$ cat src/rtl/pixel_pkg.sv
// Shared types and constants for the pixel-array sequencer: the FSM state
// encoding, default phase lengths and the phase-counter load helper.
package pixel_pkg;

    typedef enum logic [2:0] {
        ST_IDLE    = 3'd0,
        ST_ERASE   = 3'd1,
        ST_EXPOSE  = 3'd2,
        ST_CONVERT = 3'd3,
        ST_READ    = 3'd4
    } state_t;

    localparam int CNT_W                  = 16;
    localparam int PIXEL_COUNT_DEFAULT    = 4;
    localparam int ERASE_CYCLES_DEFAULT   = 5;
    localparam int CONVERT_CYCLES_DEFAULT = 256;

    // A phase of length N runs the counter N-1 .. 0; a zero length behaves as one cycle.
    function automatic logic [CNT_W-1:0] phase_load(input logic [CNT_W-1:0] len);
        return (len == '0) ? '0 : len - CNT_W'(1);
    endfunction

endpackage

$ cat src/rtl/phase_counter.sv
// Loadable down-counter shared by all timed phases; zero marks the last
// cycle of the phase currently being timed.
module phase_counter
    import pixel_pkg::*;
(
    input  logic             clk,
    input  logic             reset,
    input  logic             load,
    input  logic [CNT_W-1:0] load_value,
    input  logic             dec,
    output logic             zero
);

    logic [CNT_W-1:0] count;

    // Load wins over decrement; the counter parks at zero rather than wrapping.
    always_ff @(posedge clk) begin
        if (reset) begin
            count <= '0;
        end else if (load) begin
            count <= load_value;
        end else if (dec && (count != '0)) begin
            count <= count - CNT_W'(1);
        end
    end

    assign zero = (count == '0);

endmodule

$ cat src/rtl/pixel_sequencer.sv
// Pixel-array frame sequencer: IDLE -> ERASE -> EXPOSE -> CONVERT -> READ -> IDLE,
// with every output registered so it changes on the same edge as the state.
module pixel_sequencer
    import pixel_pkg::*;
#(
    parameter int pixel_count    = PIXEL_COUNT_DEFAULT,
    parameter int erase_cycles   = ERASE_CYCLES_DEFAULT,
    parameter int convert_cycles = CONVERT_CYCLES_DEFAULT
) (
    input  logic                           clk,
    input  logic                           reset,
    input  logic                           start,
    input  logic [15:0]                    expose_cycles,
    input  logic                           read_ready,
    output logic                           erase,
    output logic                           expose,
    output logic                           convert,
    output logic                           read,
    output logic [$clog2(pixel_count)-1:0] pixel_select,
    output logic                           busy,
    output logic                           frame_done,
    output state_t                         state
);

    localparam int SEL_W = $clog2(pixel_count);
    localparam logic [SEL_W-1:0] LAST_PIXEL = SEL_W'(pixel_count - 1);

    state_t           next_state;
    logic             cnt_load;
    logic [CNT_W-1:0] cnt_value;
    logic             cnt_dec;
    logic             cnt_zero;
    logic             sel_inc;
    logic             sel_clr;
    logic             done_next;
    logic             expose_load;
    logic [15:0]      expose_q;

    phase_counter u_phase_counter (
        .clk        (clk),
        .reset      (reset),
        .load       (cnt_load),
        .load_value (cnt_value),
        .dec        (cnt_dec),
        .zero       (cnt_zero)
    );

    // READ handshake: read stays high for the whole phase; a pixel is
    // transferred in every cycle where read_ready is high, and pixel_select
    // holds its value across cycles where read_ready is low.
    always_comb begin
        next_state  = state;
        cnt_load    = 1'b0;
        cnt_value   = '0;
        cnt_dec     = 1'b0;
        sel_inc     = 1'b0;
        sel_clr     = 1'b0;
        done_next   = 1'b0;
        expose_load = 1'b0;
        case (state)
            ST_IDLE: begin
                if (start) begin
                    next_state  = ST_ERASE;
                    cnt_load    = 1'b1;
                    cnt_value   = phase_load(CNT_W'(erase_cycles));
                    expose_load = 1'b1;
                end
            end
            ST_ERASE: begin
                if (cnt_zero) begin
                    next_state = ST_EXPOSE;
                    cnt_load   = 1'b1;
                    cnt_value  = phase_load(expose_q);
                end else begin
                    cnt_dec = 1'b1;
                end
            end
            ST_EXPOSE: begin
                if (cnt_zero) begin
                    next_state = ST_CONVERT;
                    cnt_load   = 1'b1;
                    cnt_value  = phase_load(CNT_W'(convert_cycles));
                end else begin
                    cnt_dec = 1'b1;
                end
            end
            ST_CONVERT: begin
                if (cnt_zero) begin
                    next_state = ST_READ;
                end else begin
                    cnt_dec = 1'b1;
                end
            end
            ST_READ: begin
                if (read_ready) begin
                    if (pixel_select == LAST_PIXEL) begin
                        next_state = ST_IDLE;
                        sel_clr    = 1'b1;
                        done_next  = 1'b1;
                    end else begin
                        sel_inc = 1'b1;
                    end
                end
            end
            default: begin
                next_state = ST_IDLE;
                sel_clr    = 1'b1;
            end
        endcase
    end

    // Outputs are decoded from next_state so they line up with the state register.
    always_ff @(posedge clk) begin
        if (reset) begin
            state        <= ST_IDLE;
            erase        <= 1'b0;
            expose       <= 1'b0;
            convert      <= 1'b0;
            read         <= 1'b0;
            busy         <= 1'b0;
            frame_done   <= 1'b0;
            pixel_select <= '0;
            expose_q     <= '0;
        end else begin
            state      <= next_state;
            erase      <= (next_state == ST_ERASE);
            expose     <= (next_state == ST_EXPOSE);
            convert    <= (next_state == ST_CONVERT);
            read       <= (next_state == ST_READ);
            busy       <= (next_state != ST_IDLE);
            frame_done <= done_next;
            if (expose_load) begin
                expose_q <= expose_cycles;
            end
            if (sel_clr) begin
                pixel_select <= '0;
            end else if (sel_inc) begin
                pixel_select <= pixel_select + SEL_W'(1);
            end
        end
    end

    always_ff @(posedge clk) begin
        if (!reset) begin
            assert ($onehot0({erase, expose, convert, read}));
            assert (pixel_select <= LAST_PIXEL);
            assert (busy == (state != ST_IDLE));
        end
    end

endmodule

$ cat config.mk
export PLATFORM = sky130hd
export DESIGN_NAME = pixel_sequencer
export DESIGN_NICKNAME = d
export VERILOG_FILES = /design/src/rtl/pixel_pkg.sv /design/src/rtl/phase_counter.sv /design/src/rtl/pixel_sequencer.sv
export SDC_FILE = /design/constraint.sdc
export NUM_CORES = 1
export LEC_CHECK = 0
export BUFFER_PORTS_ARGS = -buffer_cell sky130_fd_sc_hd__buf_4
export CAP_MARGIN = 5
export CORE_UTILIZATION = 45
export CTS_BUF_LIST = sky130_fd_sc_hd__clkbuf_16
export DETAILED_ROUTE_END_ITERATION = 10
export PLACE_DENSITY_LB_ADDON = 0.12
export SETUP_SLACK_MARGIN = 0.1
export SLEW_MARGIN = 20
export SYNTH_ARGS = -nofsm -noshare
export SYNTH_HDL_FRONTEND = slang
export SYNTH_SLANG_ARGS = --single-unit
$ cat constraint.sdc
create_clock -name clk -period 2.2 [get_ports clk]
set_input_delay 0.11 -clock clk [delete_from_list [all_inputs] [get_ports clk]]
set_output_delay 0.11 -clock clk [all_outputs]
set_load 0.05 [all_outputs]
==> impl_metrics.csv, run 1 <==
group,metric,value,unit
worst_setup_path,required,2.41,ns
sta,fin_crit_sh,0.946,
power_and_ir_drop,totalPowerFinal,5100,uW
sta,finalMaxSlewViolations,0,
power_and_ir_drop,combPwrFrac,0.614,
drt,routed_wl,6270,microns
layout,final_common_cell,"buf_4",
layout,drive_above_1_share,0.252,
synthesis,syn_area,2400,sq um
synthesis,synth-async-reset-ratio,0,
synthesis,syn_nets,339,
drt,antenna_left,0,
synthesis,yosys_warnings,0,
sta,hold_viol_final,0,
sta,clock.fmax,481,MHz
layout,nets,392,
clock_tree,clkTransAtPathRegs,0.06,ns
synthesis,synth-seq-area-share,0.359,
worst_setup_path,r2r_start,"u_phase_counter.count[2]",
sta,rsz0062_at_grt,"yes",
floorplanning,core_area,5110,sq um
floorplanning,fp.dieH,75.0,microns
clock_tree,holdBufCountCts,0,
clock_tree,clockRootBuffer,"clkbuf_16",
drt,vias,2366,
flow_run,maxCapViolations,0,
clock_tree,cts_max_level,2,
power_and_ir_drop,seq_power_share,0.248,
worst_setup_path,crit_slowest_cell,"or4b_4",
worst_setup_path,cp-end-kind,"flop",
global_route,grt_pass1_vias,2120,
layout,stdcell_count,439,
floorplanning,fp.dieW,75.0,microns
worst_setup_path,arrival,2.29,ns
power_and_ir_drop,power_switching,2280,uW
layout,diodes,0,
layout,synthToLayoutAreaGrowth,28.8,%
layout,final_area,3090,sq um
placement,port_buffers,30,
power_and_ir_drop,p_int,2830,uW
layout,fillers,510,
global_route,track_usage,0.235,
sta,max_slew_margin,0.602,
floorplanning,io_pins,31,
layout,most-common-layout-cells,"buf_4 (57), nand2_1 (56), dfxtp_1 (40), nor2_1 (36), a21oi_1 (31)",
clock_tree,clkSinkCount,43,
power_and_ir_drop,ir_drop,0.606,mV
placement,dpl_cell_area,2830,sq um
drt,drc,0,
drt,drt_iter0_markers,165,
power_and_ir_drop,pwr-share-clk,0.138,
sta,finalSetupViolations,0,
sta,worstMarginPinSlew,0.594,ns
floorplanning,fp-row-count,26,
synthesis,postSynthCellCount,315,
drt,dr.pass1.iters,4,
synthesis,synth_edf_count,0,
floorplanning,initial_core_util,0.470,
global_route,grt_pass1_wl,9890,microns
drt,routedWlPerCell,14.3,microns
worst_setup_path,path_buf_inv,0,
power_and_ir_drop,p_per_area,1650,nW/um^2
power_and_ir_drop,netSwitchingFraction,0.447,
synthesis,netlist-cell-type-count,50,
floorplanning,die_area,5630,sq um
global_route,grt_max_degree,42,
power_and_ir_drop,p_leak,0.00125,uW
clock_tree,numCtsBuffers,5,
worst_setup_path,crit_start,"u_phase_counter.count[2]",
synthesis,ys.flop_type,"dfxtp_1",
clock_tree,clockBufferDepth,2,
worst_setup_path,cp_top_family,"simple AND/OR/NAND/NOR gates",
worst_setup_path,worst_path_largest_cell_delay,0.46,ns
drt,viasPerCell,5.39,
worst_setup_path,crit_fanout,4,
min_path,min_from,"expose_cycles[8]",
placement,dp_hpwl,4460,microns
synthesis,ys_ff_latch,43,
global_route,antenna_found_initial,0,
worst_setup_path,cp_cell_sequence,"nor4_4 > and2_4 > or4b_4 > xor2_1 > o32a_1 > a211oi_2",
global_route,grt-ovfl-total,0,
sta,finClkSkew,0.00442,ns
min_path,hold_path_class,"in2reg",
sta,tns,0,ns
sta,min_period,2.08,ns
layout,final_core_util,0.605,
synthesis,synth_area_per_cell,7.62,sq um
placement,numPlacedInstances,424,
placement,routabilityCongestion,0.889,
worst_setup_path,crit_type,"reg2reg",
clock_tree,cts_tree,"yes",
worst_setup_path,start_kind,"flop",
clock_tree,insertion_delay,0.28,ns
status,status,"finished clean",
==> sequential cells by signal (all words and copies together), names as in the netlist <==
| register | flops |
|---|---|
| busy | 1 |
| convert | 1 |
| erase | 1 |
| expose | 1 |
| expose_q | 16 |
| frame_done | 1 |
| pixel_select | 2 |
| read | 1 |
| state | 3 |
| u_phase_counter.count | 16 |
==> final cells by class <==
class	count	area, sq um	area share
clock buffer	5	125	0.0405
clock inverter	3	12.5	0.00405
inverter	8	30.0	0.00972
multi-input combinational	253	1540	0.499
sequential	43	865	0.280
tap	70	87.6	0.0283
timing repair buffer	57	428	0.138
==> worst reg2reg max path, stage by stage, from the launching register on <==
cell      delay, ns
dfxtp_2        0.33
nor4_4         0.33
and2_4         0.22
or4b_4         0.47
xor2_1         0.16
o32a_1         0.30
a211oi_2       0.20
==> kinds of logic (layout without fill, tap and decap cells) <==
| logic type | Yosys count | in the layout | synth area share |
|---|---|---|---|
| simple gates | 153 | 153 | 0.312 |
| buf+inv | 20 | 73 | 0.0334 |
| compound gates | 77 | 78 | 0.208 |
| flops | 43 | 43 | 0.359 |
| fa+ha+maj | 4 | 4 | 0.0209 |
| mux | 2 | 2 | 0.00886 |
| xor+xnor | 16 | 16 | 0.0584 |
==> path summary, 6_finish.rpt <==
check | endpoint | slack (ns) | depth (start not counted)
worst max-delay path | u_phase_counter.count[14] | 0.12 | 6
worst min-delay path | expose_q[8] | 0.07 | 3
worst max register to register | u_phase_counter.count[14] | 0.12 | 6
worst min register to register | expose_q[6] | 0.47 | 2
==> through the flow <==
step | hold slack [ns] | setup WS [ns]
after detailed placement | 0.366 | 0.0235
after floorplan | 0.246 | 0.108
after global routing | 0.0726 | 0.0702
final | 0.0670 | 0.119
after CTS | 0.0663 | 0.0942
after global placement | 0.357 | 0.0743
==> synthesized netlist by cell type, drive strengths merged, types with 3 or more instances <==
cell type	instances	share of area
nand4	3	0.0078
a22oi	3	0.0094
buf	3	0.0068
xnor2	6	0.022
ha	4	0.021
o21a	3	0.0094
nor2	38	0.060
nand2b	4	0.010
a31oi	3	0.0078
and2	4	0.011
a211oi	10	0.033
xor2	10	0.036
or2	4	0.010
o21ai	14	0.029
nand4b	3	0.011
nand3	4	0.0083
inv	8	0.013
a21oi	31	0.065
dfxtp	43	0.36
nand2	57	0.089
a221oi	3	0.011
clkbuf	9	0.014
nor3b	6	0.019
nor4	7	0.027
nor3	18	0.040
==> per-layer routing <==
| metal | up-vias | GRT usage | part of all wire |
|---|---|---|---|
| li1 | 1222 | - | - |
| met1 | 1070 | 0.311 | 0.46 |
| met2 | 63 | 0.369 | 0.46 |
| met3 | 11 | 0.0549 | 0.058 |
| met4 | 0 | 0.0964 | 0.020 |
| met5 | - | 0 | 0 |
==> power by group through the flow <==
stage | Sequential, uW | Combinational [uW] | Clock, uW
after detailed placement | 1260 | 2790 | 0
after floorplan | 1330 | 1840 | 0
after CTS | 1240 | 2860 | 721
final | 1270 | 3130 | 706
after global placement | 1260 | 2760 | 0
after global routing | 1300 | 3430 | 752
==> what timing repair did <==
item                       CTS  global route
setup endpoints to repair    5            17
buffers inserted             1             5
resized for setup            2            16
pin swaps                    1             4
cloned                       0             1
Note: power is estimated with default switching activity, not from simulation.
==> run 2, diff against run 1 <==
- CTS_BUF_LIST: sky130_fd_sc_hd__clkbuf_16 -> sky130_fd_sc_hd__clkbuf_8
==> impl_metrics.csv, run 2 (synthesis results as in run 1) <==
group,metric,value,unit
clock_tree,clockRootBuffer,"clkbuf_8",
layout,final_common_cell,"nand2_1",
layout,nets,391,
sta,fin_crit_sh,0.950,
sta,finalMaxSlewViolations,0,
clock_tree,cts_max_level,2,
floorplanning,fp.dieH,75.0,microns
clock_tree,clockBufferDepth,2,
layout,top_regs,"expose_q x16, u_phase_counter.count x16, state x3",
clock_tree,numCtsBuffers,5,
sta,worst_hold_slack,0.0499,ns
worst_setup_path,start_kind,"flop",
layout,diodes,0,
drt,drt_iter0_markers,201,
floorplanning,fp.dieW,75.0,microns
global_route,track_usage,0.234,
drt,routedWlPerCell,14.5,microns
drt,drc,0,
power_and_ir_drop,p_leak,0.00122,uW
layout,synthToLayoutAreaGrowth,26.6,%
placement,routabilityCongestion,0.889,
drt,vias,2396,
worst_setup_path,cp-end-kind,"flop",
sta,max_slew_margin,0.633,
flow_run,maxCapViolations,0,
sta,min_period,2.09,ns
global_route,grt_pass1_wl,9850,microns
floorplanning,die_area,5630,sq um
global_route,grt_max_degree,42,
status,status,"finished clean",
power_and_ir_drop,p_per_area,1620,nW/um^2
sta,setup_ws,0.110,ns
layout,drive_above_1_share,0.253,
global_route,grt-ovfl-total,0,
floorplanning,initial_core_util,0.470,
floorplanning,fp-row-count,26,
worst_setup_path,crit_type,"reg2reg",
layout,most-common-layout-cells,"nand2_1 (56), buf_4 (55), dfxtp_1 (40), nor2_1 (36), a21oi_1 (31)",
power_and_ir_drop,totalPowerFinal,4940,uW
worst_setup_path,required,2.42,ns
worst_setup_path,crit_fanout,4,
placement,dpl_worst_slack,0.0235,ns
min_path,hold_path_class,"in2reg",
sta,rsz0062_at_grt,"yes",
clock_tree,cts_tree,"yes",
placement,port_buffers,30,
clock_tree,clkTransAtPathRegs,0.08,ns
sta,tns,0,ns
sta,finalSetupViolations,0,
clock_tree,clkSinkCount,43,
sta,finClkSkew,0.00539,ns
sta,clock.fmax,478,MHz
drt,routed_wl,6340,microns
sta,hold_viol_final,0,
placement,dp_hpwl,4460,microns
drt,dr.pass1.iters,5,
drt,viasPerCell,5.47,
floorplanning,io_pins,31,
power_and_ir_drop,ir_drop,0.629,mV
drt,antenna_left,0,
clock_tree,holdBufCountCts,0,
worst_setup_path,arrival,2.31,ns
floorplanning,core_area,5110,sq um
sta,worstMarginPinSlew,0.549,ns
clock_tree,insertion_delay,0.30,ns
global_route,grt_pass1_vias,2123,
global_route,antenna_found_initial,0,
layout,final_core_util,0.595,
run 2: stage by stage:
step	std cells	instance area, sq um
after floorplan	315	2410
after global placement	424	2830
after detailed placement	424	2830
after CTS	434	2930
after global routing	438	3040
final	438	3040
run 2: routing by layer:
metal / wire (microns) / track usage / share of wire
met4: 99 / 0.0922 / 0.016
met3: 350 / 0.0442 / 0.055
met2: 2920 / 0.366 / 0.46
met1: 2970 / 0.317 / 0.47
met5: 0 / 0 / 0
run 2: cell type report:
| cell class | count | area [sq um] |
|---|---|---|
| tap | 70 | 87.6 |
| fill | 515 | 2070 |
| clock buffer | 5 | 68.8 |
| multi-input combinational | 254 | 1560 |
| sequential | 43 | 865 |
| clock inverter | 3 | 12.5 |
| timing repair buffer | 55 | 413 |
| inverter | 8 | 30.0 |
run 2: worst paths after layout:
check | startpoint | slack (ns) | to | cells after the start
min reg2reg | expose_q[6] | 0.47 | expose_q[6] | 2
max | u_phase_counter.count[3] | 0.11 | u_phase_counter.count[14] | 6
min | expose_cycles[8] | 0.05 | expose_q[8] | 3
max reg2reg | u_phase_counter.count[3] | 0.11 | u_phase_counter.count[14] | 6
run 2: power breakdown:
part           internal [uW]  switching, uW
clock network            214            273
registers                996            294
logic                   1420           1740
run 2: worst max-delay path: stages (launching register included):
cell	delay, ns
dfxtp_2	0.35
nor4_4	0.35
and2_4	0.21
or4b_4	0.46
xor2_1	0.16
o32a_1	0.29
a211oi_2	0.20
run 2: what timing repair did:
item / CTS / global route
endpoints found under the hold margin: 0 / 0
cloned: 0 / 2
resized for setup: 1 / 19
pin swaps: 2 / 7
setup endpoints to repair: 5 / 16
buffers inserted: 2 / 2
